==> config.mk <==
export PLATFORM = sky130hd
export DESIGN_NAME = spi_master_arbiter
export DESIGN_NICKNAME = d
export VERILOG_FILES = /design/src/rtl/spi_master_arbiter.sv
export SDC_FILE = /design/constraint.sdc
export NUM_CORES = 1
export LEC_CHECK = 0
export CAP_MARGIN = 20
export CORE_MARGIN = 4
export CORE_UTILIZATION = 46
export CTS_BUF_LIST = sky130_fd_sc_hd__clkbuf_2 sky130_fd_sc_hd__clkbuf_4 sky130_fd_sc_hd__clkbuf_8
export CTS_CLUSTER_DIAMETER = 40
export CTS_CLUSTER_SIZE = 14
export DETAILED_ROUTE_END_ITERATION = 8
export PLACE_DENSITY = 0.95
export SETUP_SLACK_MARGIN = 0.3
export SLEW_MARGIN = 40
export SYNTH_ARGS = -nofsm -noshare
export SYNTH_HDL_FRONTEND = slang
export SYNTH_SLANG_ARGS = --single-unit
==> constraint.sdc <==
create_clock -name clk_i -period 3.8 [get_ports clk_i]
set_clock_uncertainty 0.2 [all_clocks]
set_input_delay 0.38 -clock clk_i [delete_from_list [all_inputs] [get_ports clk_i]]
set_output_delay 0.38 -clock clk_i [all_outputs]
set_load 0.05 [all_outputs]
==> src/rtl/spi_master_arbiter.sv <==
// Two-port burst arbiter in front of a single spi_master: round-robin grant per burst,
// per-owner clock/mode load, byte sequencing. Define SPI_ARB_TIMEOUT_EN for the WAIT watchdog.
module spi_master_arbiter #(
  parameter int unsigned CLK_DIV_W      = 8,
  parameter int unsigned IDLE_GAP       = 2,
  parameter int unsigned TIMEOUT_CYCLES = 4096
) (
  input  logic                      clk_i,
  input  logic                      rst_ni,
  input  logic [1:0]                req_valid_i,
  input  logic [1:0][7:0]           req_data_i,
  input  logic [1:0]                req_last_i,
  output logic [1:0]                req_ready_o,
  input  logic [1:0][CLK_DIV_W-1:0] cfg_div_i,
  input  logic [1:0]                cfg_cpol_i,
  input  logic [1:0]                cfg_cpha_i,
  output logic [1:0]                rsp_valid_o,
  output logic [7:0]                rsp_data_o,
  output logic                      owner_valid_o,
  output logic                      owner_o,
  output logic                      err_o,
  output logic                      m_tx_data_valid_o,
  output logic [7:0]                m_tx_data_o,
  output logic                      m_clk_divider_valid_o,
  output logic [CLK_DIV_W-1:0]      m_clk_divider_o,
  output logic                      m_cpol_o,
  output logic                      m_cpha_o,
  input  logic                      m_busy_i,
  input  logic                      m_rx_data_valid_i,
  input  logic [7:0]                m_rx_data_i
);

  localparam logic [2:0] StIdle = 3'd0;
  localparam logic [2:0] StCfg  = 3'd1;
  localparam logic [2:0] StSend = 3'd2;
  localparam logic [2:0] StWait = 3'd3;
  localparam logic [2:0] StNext = 3'd4;
  localparam logic [2:0] StGap  = 3'd5;

  localparam logic [3:0] GapLast = 4'(IDLE_GAP - 1);

  logic [2:0]           state_q, state_d;
  logic                 owner_q, owner_d;
  logic                 owner_valid_q, owner_valid_d;
  logic                 last_served_q, last_served_d;
  logic                 last_q, last_d;
  logic [3:0]           gap_cnt_q, gap_cnt_d;
  logic [CLK_DIV_W-1:0] div_q, div_d;
  logic                 cpol_q, cpol_d;
  logic                 cpha_q, cpha_d;
  logic                 div_valid_q, div_valid_d;
  logic                 tx_valid_q, tx_valid_d;
  logic [7:0]           tx_data_q, tx_data_d;
  logic [1:0]           req_ready_q, req_ready_d;
  logic [1:0]           rsp_valid_q, rsp_valid_d;
  logic [7:0]           rsp_data_q, rsp_data_d;
  logic                 grant;
  logic                 owner_go;

`ifdef SPI_ARB_TIMEOUT_EN
  localparam int unsigned    ToW    = (TIMEOUT_CYCLES > 1) ? $clog2(TIMEOUT_CYCLES) : 1;
  localparam logic [ToW-1:0] ToLast = ToW'(TIMEOUT_CYCLES - 1);

  logic [ToW-1:0] to_cnt_q, to_cnt_d;
  logic           err_q, err_d;
`else
  logic unused_timeout;
  assign unused_timeout = ^TIMEOUT_CYCLES;
`endif

  // On a tie the port that was not served last wins; a lone requester always wins.
  assign grant    = (req_valid_i == 2'b11) ? ~last_served_q : req_valid_i[1];
  assign owner_go = req_valid_i[owner_q] & ~m_busy_i;

  always_comb begin
    state_d       = state_q;
    owner_d       = owner_q;
    owner_valid_d = owner_valid_q;
    last_served_d = last_served_q;
    last_d        = last_q;
    gap_cnt_d     = gap_cnt_q;
    div_d         = div_q;
    cpol_d        = cpol_q;
    cpha_d        = cpha_q;
    tx_data_d     = tx_data_q;
    rsp_data_d    = rsp_data_q;
    div_valid_d   = 1'b0;
    tx_valid_d    = 1'b0;
    req_ready_d   = '0;
    rsp_valid_d   = '0;
`ifdef SPI_ARB_TIMEOUT_EN
    to_cnt_d      = to_cnt_q;
    err_d         = 1'b0;
`endif

    unique case (state_q)
      StIdle: begin
        if ((|req_valid_i) && !m_busy_i) begin
          owner_d       = grant;
          owner_valid_d = 1'b1;
          div_d         = cfg_div_i[grant];
          cpol_d        = cfg_cpol_i[grant];
          cpha_d        = cfg_cpha_i[grant];
          div_valid_d   = 1'b1;
          state_d       = StCfg;
        end
      end

      // Register the start pulse and consume the byte in the same edge; SEND then shows both.
      StCfg, StNext: begin
        if (owner_go) begin
          tx_valid_d            = 1'b1;
          tx_data_d             = req_data_i[owner_q];
          req_ready_d[owner_q]  = 1'b1;
          last_d                = req_last_i[owner_q];
          state_d               = StSend;
        end else begin
          state_d = StNext;
        end
      end

      StSend: begin
        state_d = StWait;
`ifdef SPI_ARB_TIMEOUT_EN
        to_cnt_d = '0;
`endif
      end

      StWait: begin
        if (m_rx_data_valid_i) begin
          rsp_valid_d[owner_q] = 1'b1;
          rsp_data_d           = m_rx_data_i;
          if (last_q) begin
            owner_valid_d = 1'b0;
            last_served_d = owner_q;
            gap_cnt_d     = '0;
            state_d       = StGap;
          end else begin
            state_d = StNext;
          end
        end
`ifdef SPI_ARB_TIMEOUT_EN
        else if (to_cnt_q == ToLast) begin
          err_d         = 1'b1;
          owner_valid_d = 1'b0;
          last_served_d = owner_q;
          gap_cnt_d     = '0;
          state_d       = StGap;
        end else begin
          to_cnt_d = to_cnt_q + 1'b1;
        end
`endif
      end

      StGap: begin
        if (gap_cnt_q == GapLast) begin
          state_d = StIdle;
        end else begin
          gap_cnt_d = gap_cnt_q + 4'd1;
        end
      end

      default: state_d = StIdle;
    endcase
  end

  always_ff @(posedge clk_i) begin
    if (!rst_ni) begin
      state_q       <= StIdle;
      owner_q       <= 1'b0;
      owner_valid_q <= 1'b0;
      last_served_q <= 1'b1;
      last_q        <= 1'b0;
      gap_cnt_q     <= '0;
      div_q         <= '0;
      cpol_q        <= 1'b0;
      cpha_q        <= 1'b0;
      div_valid_q   <= 1'b0;
      tx_valid_q    <= 1'b0;
      tx_data_q     <= '0;
      req_ready_q   <= '0;
      rsp_valid_q   <= '0;
      rsp_data_q    <= '0;
    end else begin
      state_q       <= state_d;
      owner_q       <= owner_d;
      owner_valid_q <= owner_valid_d;
      last_served_q <= last_served_d;
      last_q        <= last_d;
      gap_cnt_q     <= gap_cnt_d;
      div_q         <= div_d;
      cpol_q        <= cpol_d;
      cpha_q        <= cpha_d;
      div_valid_q   <= div_valid_d;
      tx_valid_q    <= tx_valid_d;
      tx_data_q     <= tx_data_d;
      req_ready_q   <= req_ready_d;
      rsp_valid_q   <= rsp_valid_d;
      rsp_data_q    <= rsp_data_d;
    end
  end

`ifdef SPI_ARB_TIMEOUT_EN
  always_ff @(posedge clk_i) begin
    if (!rst_ni) begin
      to_cnt_q <= '0;
      err_q    <= 1'b0;
    end else begin
      to_cnt_q <= to_cnt_d;
      err_q    <= err_d;
    end
  end

  assign err_o = err_q;
`else
  assign err_o = 1'b0;
`endif

  assign req_ready_o           = req_ready_q;
  assign rsp_valid_o           = rsp_valid_q;
  assign rsp_data_o            = rsp_data_q;
  assign owner_valid_o         = owner_valid_q;
  assign owner_o               = owner_q;
  assign m_tx_data_valid_o     = tx_valid_q;
  assign m_tx_data_o           = tx_data_q;
  assign m_clk_divider_valid_o = div_valid_q;
  assign m_clk_divider_o       = div_q;
  assign m_cpol_o              = cpol_q;
  assign m_cpha_o              = cpha_q;

endmodule

==> metrics.cfg, run 1 <==
[power_and_ir_drop]
power_leakage_nw = 1.05
total_power_mw = 1.26
max-vdd-ir-drop_mv = 0.301
power_density_nw_per_um2 = 435

[routing]
drtIter0Drc = 72
wire_per_inst_um = 14.2
finalWirelength_mm = 4.97
drtAntennaViolNets = 0
routed_via_density = 5.29
vias = 1846
firstDrtPassIters = 4
detail_route.drc_violations = 0

[setup_path]
crit_family = buffers and inverters
timing.rr.start = state_q[0]
slowest_delay_ns = 0.84
cp_cell_sequence = buf_4 > clkdlybuf4s50_1
worstPathBufferInverterCount = 2
worstReg2RegEnd = gap_cnt_q[1]
reg2reg_depth = 4
cp.arrival_ns = 1.80
path_depth = 2
cp.required_ns = 3.22
worstSetupStartpointType = flip-flop
path_max_fanout = 15
r2r_slack_ns = 1.74
end_kind = output pin
criticalPathCategory = flip-flop to output pin
crit_slowest_cell = clkdlybuf4s50_1

[yosys]
synthArstFlopShare_pct = 0
synth_flop_cell = dfxtp_1
syn_nets = 272
synth_edf_count = 0
yosys.area.top_type = dfxtp_1
synth-seq-cells = 43
ys_types = 40
syn_area_um2 = 1930
ys_seq_area_share_pct = 44.5
yosysWarningCount = 0
avgSynthCellArea_um2 = 8.87
synthCells = 218
synthTopCellsByArea = dfxtp_1 45%, nand2_1 8.2%, a211oi_2 5.8%, mux2i_1 5.7%, a31oi_1 3.9%
synth.top_cell.area_share_pct = 44.5

[finish]
fin_cells = 349
areaGrowthSynthToFinish_pct = 49.4
nFillCells = 333
drive_gt1_share_pct = 8.36
n_antenna_cell = 0
nets = 353
utilization_pct = 71.7

[flow_run]
maxCapViolations = 0

[sta]
slew_viol_final = 0
tns_ns = 0
post-route-min-period_ns = 2.38
fmaxAchievable_mhz = 420
min_period_over_period_pct = 62.6
rsz0062_at_grt = false
setup_violations = 0
hold_viol = 0
maxSlewHeadroom_pct = 65.4
worstMarginPinSlew_ns = 0.518
setup_ws_ns = 1.42

[floorplan]
die_x_um = 72.8
num_io_pins = 87
initial_core_util_pct = 48.0
row_count = 23
dieArea_um2 = 5300
fp.dieH_um = 72.8
core_um2 = 4030

[cts]
cts_tree = yes
path_clk_slew_ns = 0.08
clkLatencyLatePin_ns = 0.29
cts-root-buf = clkbuf_8
postCtsSetupBuffers = 0
cts.sinks = 43
cts_hold_buf = 0
cts_resized = 0
cts_max_path_buffers = 2
cts_made_buffers = 5
cts_max_level = 2

[grt]
track_usage_pct = 19.5
overflow = 0
grt_pass1_wl_mm = 8.12
grt_pass1_vias = 1801
grt_max_degree = 23
grt_antenna_before_repair = 0

[placement]
finalWeightedCongestion = 0.788
dp_hpwl_mm = 3.67
dp_cells = 341
place_ws_ns = 1.34
port_buffers = 85

[worst_hold_path]
hp-class = flip-flop to flip-flop
hold_path_end = rsp_data_o[5]
holdPathStages = 2
hp-start = rsp_data_o[5]

[run_status]
outcome = completed

==> cells by family after synthesis <==
logic type	after synthesis	synth area share (%)
compound gates	56	20.0
xor+xnor	1	0.453
fa+ha+maj	2	1.29
buf+inv	20	6.02
flops	43	44.5
mux	11	5.70
other cells	1	0.194
simple gates	84	21.8
==> power by group <==
group / switching, mW / internal (mW) / total (mW)
combinational: 0.226 / 0.160 / 0.386
clock: 0.144 / 0.200 / 0.344
sequential: 0.0371 / 0.491 / 0.528
total: 0.407 / 0.850 / 1.26
==> synth_stat cells (2+ instances only) <==
master and instances:
a211oi_2 9, and2_1 2, nor2_1 17, clkbuf_1 5, o21ai_0 13, buf_2 2
nor2b_1 2, a31oi_1 12, nor3_1 3, inv_1 3, and3_1 2, mux2i_1 11
buf_6 3, o2111ai_1 2, nand2_1 42, nand4_1 2, buf_4 4, a21oi_1 14
ha_1 2, dfxtp_1 43, nand3_1 6
==> layout by cell type, fill, tap and decap left out, types with 2 or more instances in the layout <==
master	instances
nand2_1	42
nor3_1	3
a21oi_1	14
nor2b_1	2
buf_4	5
dfxtp_1	43
nand3_1	6
o2111ai_1	2
clkbuf_8	5
inv_1	3
o21ai_0	13
a211oi_2	9
nor2_1	17
and2_1	2
and3_1	2
a31oi_1	12
mux2i_1	11
clkdlybuf4s50_1	85
nand4_1	2
ha_1	2
==> worst min-delay path, stage by stage (launching register included) <==
cell,delay (ns)
dfxtp_1,0.31
nand2_1,0.05
a21oi_1,0.05
==> how the worst max path moves through the flow <==
stage	start	endpoint	slack, ns
floorplan	owner_o	state_q[1]	1.91
global placement	m_busy_i	owner_o	1.42
detailed placement	m_busy_i	owner_o	1.34
CTS	owner_o	owner_o	1.41
global route	owner_o	owner_o	1.37
finish	owner_o	owner_o	1.42
==> routing by layer <==
layer	global-route usage [%]	share of wire, %	routed length, µm
met4	7.17	1.5	74
met5	0	0	0
met3	6.75	9.6	478
met1	21.3	39	1950
met2	34.5	50	2460
==> area by class of cell <==
| class | count | area (µm²) | share of cell area (%) |
|---|---|---|---|
| Sequential cell | 43 | 861 | 29.8 |
| Clock buffer | 6 | 76.3 | 2.64 |
| Timing Repair Buffer | 90 | 888 | 30.7 |
| Multi-Input combinational cell | 155 | 956 | 33.1 |
| Clock inverter | 1 | 30.0 | 1.04 |
| Tap cell | 50 | 62.6 | 2.17 |
| Inverter | 4 | 15.0 | 0.520 |
==> metrics by stage <==
stage / area, µm² / hold slack, ns
after floorplan: 1930 / 0.232
after global placement: 2780 / 0.245
after detailed placement: 2780 / 0.246
after CTS: 2880 / 0.256
after global routing: 2890 / 0.278
final: 2890 / 0.253
==> flip-flops by register name, summed over array words and instances (netlist names) <==
signal                 cells
m_tx_data_valid_o          1
last_q                     1
rsp_data_o                 8
owner_o                    1
rsp_valid_o                2
m_clk_divider_valid_o      1
state_q                    3
m_tx_data_o                8
gap_cnt_q                  4
m_cpol_o                   1
last_served_q              1
owner_valid_o              1
m_clk_divider_o            8
m_cpha_o                   1
req_ready_o                2
Power figures use the tool's default switching activity.
==> run 2: changes to the inputs <==
Settings changed: CORE_UTILIZATION 46 to 39, PLACE_DENSITY 0.95 to 0.88.
Clock period 3.8 ns to 2.1 ns, I/O delays scaled along.
==> run 2 against run 1 <==
Setup slack lost 1.0 ns. Sequential power increased by 80%. Total power increased by 68%. Cell count is 6.0% higher. Global-route usage decreased by 3.2 points. Die area is 16% higher. Wire length shrank 2.7%. Combinational power grew 72%. Design area is 0.22% lower. Critical path type is now input pin to flip-flop. Critical endpoint is now m_tx_data_o[0].
==> metrics.cfg, run 2 (synthesized netlist as in run 1, its figures left out) <==
[worst_hold_path]
holdPathStages = 2  ; unchanged
hold_path_end = rsp_data_o[2]  ; was rsp_data_o[5]
hp-start = rsp_data_o[2]  ; was rsp_data_o[5]
hp-class = flip-flop to flip-flop  ; unchanged

[cts]
cts_max_path_buffers = 2  ; unchanged
cts_hold_buf = 0  ; unchanged
cts.sinks = 43  ; unchanged
postCtsSetupBuffers = 0  ; unchanged
clkLatencyLatePin_ns = 0.29  ; about the same
cts_tree = yes  ; unchanged
cts_made_buffers = 5  ; unchanged
cts_max_level = 2  ; unchanged
cts-root-buf = clkbuf_8  ; unchanged
path_clk_slew_ns = 0.08  ; about the same

[placement]
finalWeightedCongestion = 0.801  ; was 0.788
port_buffers = 85  ; unchanged
dp_hpwl_mm = 3.65  ; was 3.67 mm
dp_cells = 362  ; was 341

[floorplan]
row_count = 25  ; was 23
initial_core_util_pct = 40.7  ; was 48.0%
num_io_pins = 87  ; unchanged
die_x_um = 78.4  ; was 72.8 µm
fp.dieH_um = 78.4  ; was 72.8 µm
core_um2 = 4750  ; was 4030 µm²
dieArea_um2 = 6150  ; was 5300 µm²

[routing]
drtAntennaViolNets = 0  ; unchanged
vias = 1821  ; was 1846
detail_route.drc_violations = 0  ; unchanged
firstDrtPassIters = 7  ; was 4
finalWirelength_mm = 4.83  ; was 4.97 mm
routed_via_density = 4.92  ; was 5.29
wire_per_inst_um = 13.1  ; was 14.2 µm
drtIter0Drc = 73  ; was 72

[setup_path]
cp.arrival_ns = 1.70  ; was 1.80 ns
path_max_fanout = 20  ; was 15
crit_family = buffers and inverters  ; unchanged
cp_cell_sequence = clkdlybuf4s50_1 > mux2i_1 > nor4_4 > buf_12 > nor2_1 > a211oi_2  ; was buf_4 > clkdlybuf4s50_1
end_kind = flip-flop  ; was output pin
worstReg2RegEnd = m_tx_data_o[0]  ; was gap_cnt_q[1]
worstSetupStartpointType = input pin  ; was flip-flop
cp.required_ns = 2.12  ; was 3.22 ns
criticalPathCategory = input pin to flip-flop  ; was flip-flop to output pin
worstPathBufferInverterCount = 2  ; unchanged
timing.rr.start = state_q[2]  ; was state_q[0]
r2r_slack_ns = 0.47  ; was 1.74 ns
crit_slowest_cell = clkdlybuf4s50_1  ; unchanged
slowest_delay_ns = 0.55  ; was 0.84 ns
reg2reg_depth = 5  ; was 4

[finish]
utilization_pct = 60.6  ; was 71.7%
seq_area_um2 = 865  ; was 861 µm²
final_common_cell = clkdlybuf4s50_1  ; unchanged
areaGrowthSynthToFinish_pct = 49.1  ; was 49.4%
layout_common_cells = 51 x clkdlybuf4s50_1, 42 x nand2_1, 40 x dfxtp_1, 33 x dlygate4sd2_1, 17 x nor2_1  ; was 85 x clkdlybuf4s50_1, 43 x dfxtp_1, 42 x nand2_1, 17 x nor2_1, 14 x a21oi_1
drive_gt1_share_pct = 10.9  ; was 8.36%
fin_cells = 370  ; was 349
multi_input_area_um2 = 956  ; unchanged
nets = 356  ; was 353
nFillCells = 436  ; was 333
n_antenna_cell = 0  ; unchanged

[flow_run]
maxCapViolations = 0  ; unchanged

[grt]
track_usage_pct = 16.3  ; was 19.5%
met2_usage_pct = 28.0  ; was 34.5%
grt_antenna_before_repair = 0  ; unchanged
grt_pass1_vias = 1778  ; was 1801
grt-busiest-layer = met2  ; unchanged
grt_max_degree = 23  ; unchanged
grt_pass1_wl_mm = 8.07  ; was 8.12 mm
met3_usage_pct = 5.62  ; was 6.75%
overflow = 0  ; unchanged
gr-usage-met1_pct = 18.3  ; was 21.3%

[sta]
post-route-min-period_ns = 1.69
hold_viol = 0  ; unchanged
min_period_over_period_pct = 80.4
rsz0062_at_grt = false  ; unchanged
fmaxAchievable_mhz = 592
slew_viol_final = 0  ; unchanged
setup_violations = 0  ; unchanged
worstMarginPinSlew_ns = 0.511  ; was 0.518 ns
maxSlewHeadroom_pct = 66.1  ; was 65.4%
tns_ns = 0  ; unchanged

[power_and_ir_drop]
power_density_nw_per_um2 = 733  ; was 435 nW/µm²
power_leakage_nw = 1.21  ; was 1.05 nW
max-vdd-ir-drop_mv = 0.501  ; was 0.301 mV

[run_status]
outcome = completed  ; unchanged

-- run 2: cell types whose count changed in the layout (fill, tap and decap cells not counted), sizes merged --
| cell | change |
|---|---|
| bufinv | -1 |
| dlygate4sd2 | +33 |
| clkinv | +3 |
| clkbuf | -1 |
| clkdlybuf4s50 | -34 |
| buf | +4 |
-- run 2: cell type report --
type / count / area share, %
clock buffers: 5 / 2.39
clock inverters: 3 / 0.521
inverters: 4 / 0.521
multi-input cells: 155 / 33.2
flip-flops and latches: 43 / 30.0
well taps: 67 / 2.91
repair buffers: 93 / 30.5
-- run 2: worst max path at each step --
stage,startpoint,to,slack (ns),cells past startpoint
after floorplan,owner_o,state_q[1],0.38,6
after global placement,req_valid_i[1],last_q,0.22,6
after detailed placement,req_valid_i[1],m_tx_data_o[0],0.09,6
after CTS,state_q[0],m_tx_data_o[0],0.32,5
after global routing,state_q[1],m_clk_divider_o[0],0.33,5
final,req_valid_i[1],m_tx_data_o[0],0.41,6
-- run 2: worst reg2reg max path: cells and delay by family, from the launching register on --
kind | cells | cell delay [ns]
flops | 1 | 0.47
simple gates | 2 | 0.29
buf+inv | 1 | 0.20
xor+xnor | 1 | 0.19
compound gates | 1 | 0.19
-- run 2: report_power, final --
| part | internal [mW] | leakage (nW) | total [mW] | switching, mW |
|---|---|---|---|---|
| sequential | 0.889 | 0.351 | 0.952 | 0.0625 |
| combinational | 0.256 | 0.808 | 0.665 | 0.409 |
| clock | 0.227 | 0.0477 | 0.496 | 0.269 |
| total | 1.37 | 1.21 | 2.11 | 0.740 |
-- run 2: per-layer routing --
layer	vias up	share of wire [%]
met5	-	0
met4	0	1.9
met3	10	7.2
met2	62	50
met1	820	41
li1	929	-
-- run 2: timing repair --
action | 4_1_cts | 5_1_grt
resized for setup | 34 | 1
setup endpoints to repair | 34 | 11
gates cloned | 0 | 0
-- run 2: through the flow --
stage	instance area, µm²	hold slack (ns)	setup slack, ns	total power [mW]
after floorplan	1930	0.146	0.385	1.42
after CTS	2880	0.252	0.322	2.14
after detailed placement	2840	0.246	0.0944	1.68
after global placement	2840	0.242	0.223	1.66
after global routing	2880	0.253	0.330	2.23
final	2880	0.251	0.412	2.11
==> run 3: changes to the inputs <==
Settings changed: CORE_UTILIZATION 39 to 43, PLACE_DENSITY 0.88 to 0.91.
Clock period 2.1 ns to 1.7 ns, I/O delays scaled along.
==> run 3 against run 2 <==
The flow now finishes with violations (setup timing). Register-to-register slack worse by 0.53 ns. Clock power increased by 47%. Utilization up 20 points. Sequential cell count unchanged. Design area increased by 22%. Sequential share of layout area down 5.1 points. Die area fell by 8.4%. Non-clock buffer count up 38. Critical path type is now flip-flop to flip-flop. Critical endpoint is now m_tx_data_o[1]. Largest power group is now combinational cells.
==> metrics.cfg, run 3 (synthesized netlist as in run 1, its figures left out) <==
[finish]
stdcell_area_um2 = 3510  ; was 2880 µm²
areaGrowthSynthToFinish_pct = 81.4  ; was 49.1%
nFillCells = 240  ; was 436
n_antenna_cell = 0  ; unchanged
drive_gt1_share_pct = 40.6  ; was 10.9%
multi_input_area_um2 = 1150  ; was 956 µm²
fin_cells = 394  ; was 370
nets = 395  ; was 356
final_common_cell = buf_4  ; was clkdlybuf4s50_1
layout_common_cells = 57 x buf_4, 48 x clkdlybuf4s50_1, 39 x dfxtp_1, 38 x nand2_1, 15 x nor2_1  ; was 51 x clkdlybuf4s50_1, 42 x nand2_1, 40 x dfxtp_1, 33 x dlygate4sd2_1, 17 x nor2_1
seq_area_um2 = 873  ; was 865 µm²

[worst_hold_path]
hp-class = input pin to flip-flop  ; was flip-flop to flip-flop
holdPathStages = 3  ; was 2

[cts]
cts_max_level = 2  ; unchanged
cts_made_buffers = 5  ; unchanged
cts-root-buf = clkbuf_8  ; unchanged
clkLatencyLatePin_ns = 0.29  ; about the same
cts.sinks = 43  ; unchanged
path_clk_slew_ns = 0.09  ; was 0.08 ns
cts_tree = yes  ; unchanged
cts_max_path_buffers = 2  ; unchanged

[floorplan]
num_io_pins = 87  ; unchanged
core_um2 = 4350  ; was 4750 µm²
die_x_um = 75.1  ; was 78.4 µm
fp.dieH_um = 75.1  ; was 78.4 µm
row_count = 24  ; was 25
dieArea_um2 = 5630  ; was 6150 µm²
initial_core_util_pct = 44.4  ; was 40.7%

[setup_path]
reg2reg_depth = 6  ; was 5
worstSetupStartpointType = flip-flop  ; was input pin
end_kind = flip-flop  ; unchanged
cp.required_ns = 1.69  ; was 2.12 ns
criticalPathCategory = flip-flop to flip-flop  ; was input pin to flip-flop
path_max_fanout = 7  ; was 20
cp.arrival_ns = 1.75  ; was 1.70 ns

[sta]
slew_viol_final = 0  ; unchanged
post-route-min-period_ns = 1.76
holdWs_ns = 0.236  ; was 0.251 ns
setup_violations = 2  ; was 0
rsz0062_at_grt = true  ; was false
setup_ws_ns = -0.0620  ; was 0.412 ns
hold_viol = 0  ; unchanged
min_period_over_period_pct = 104
fmaxAchievable_mhz = 568

[placement]
dpl-instance-area_um2 = 2850  ; was 2840 µm²
finalWeightedCongestion = 0.839  ; was 0.801
dp_cells = 356  ; was 362
dp_hpwl_mm = 3.87  ; was 3.65 mm
port_buffers = 85  ; unchanged

[power_and_ir_drop]
power_leakage_nw = 1.43  ; was 1.21 nW
power_density_nw_per_um2 = 921  ; was 733 nW/µm²
max-vdd-ir-drop_mv = 0.648  ; was 0.501 mV

[grt]
grt_pass1_wl_mm = 10.4  ; was 8.07 mm
grt_antenna_before_repair = 0  ; unchanged
grt_max_degree = 20  ; was 23
grt_pass1_vias = 2247  ; was 1778
overflow = 0  ; unchanged
track_usage_pct = 24.2  ; was 16.3%

[routing]
drtIter0Drc = 178  ; was 73
drtAntennaViolNets = 0  ; unchanged
finalWirelength_mm = 7.28  ; was 4.83 mm
detail_route.drc_violations = 0  ; unchanged
routed_via_density = 5.56  ; was 4.92
wire_per_inst_um = 18.5  ; was 13.1 µm
firstDrtPassIters = 4  ; was 7
vias = 2191  ; was 1821

[flow_run]
maxCapViolations = 0  ; unchanged

[run_status]
outcome = finished with violations  ; was completed
violations = setup timing

[run 3: area by class of cell]
type / instances / area share (%)
inverter: 4 / 0.428
tap: 52 / 1.86
timing repair buffer: 131 / 37.0
multi-input combinational: 156 / 32.9
clock buffer: 8 / 2.96
sequential: 43 / 24.9
[run 3: routing by layer]
metal | part of all wire (%) | up-vias | global-route usage (%) | wire [µm]
met5 | 0 | - | 0 | 0
met4 | 4.6 | 0 | 11.9 | 332
met3 | 8.2 | 30 | 7.21 | 594
met2 | 52 | 102 | 45.5 | 3790
met1 | 35 | 1048 | 23.9 | 2560
li1 | - | 1011 | - | -
[run 3: path summary, 6_finish.rpt]
kind	endpoint	slack, ns	startpoint
worst max-delay path	m_tx_data_o[1]	-0.06	owner_o
worst min-delay path	rsp_data_o[5]	0.24	m_rx_data_i[5]
worst max register to register	m_tx_data_o[1]	-0.06	owner_o
worst min register to register	rsp_data_o[5]	0.26	rsp_data_o[5]
[run 3: through the flow]
| stage | setup slack, ns | utilization [%] | power (mW) | TNS, ns |
|---|---|---|---|---|
| 2_1_floorplan | 0.0871 | - | 1.78 | 0 |
| 6_report | -0.0620 | 80.5 | 3.23 | -0.0879 |
| 5_1_grt | -0.0595 | 80.5 | 3.35 | -0.109 |
| 4_1_cts | 0.111 | 76.2 | 3.05 | 0 |
| 3_5_place_dp | -0.202 | 65.5 | 2.11 | -2.55 |
| 3_3_place_gp | -0.0973 | 65.5 | 2.08 | -1.68 |
[run 3: what timing repair did]
action	CTS	global route
hold buffers	0	0
resized for setup	36	26
setup endpoints to repair	43	44
buffers inserted	21	4
cloned	4	1
endpoints found under the hold margin	0	0
pin swaps	18	7
[run 3: critical path, stage by stage, from the launching register on]
cell and delay, ns:
dfxtp_4 0.36, mux2i_4 0.19, nor4_4 0.32, buf_12 0.16, buf_12 0.11, nor2_1 0.07, a211oi_2 0.25
[run 3: report_power, final]
part	internal [mW]	switching [mW]	total, mW
registers	1.10	0.0918	1.19
logic	0.626	0.682	1.31
clock network	0.387	0.340	0.728
total	2.11	1.11	3.23
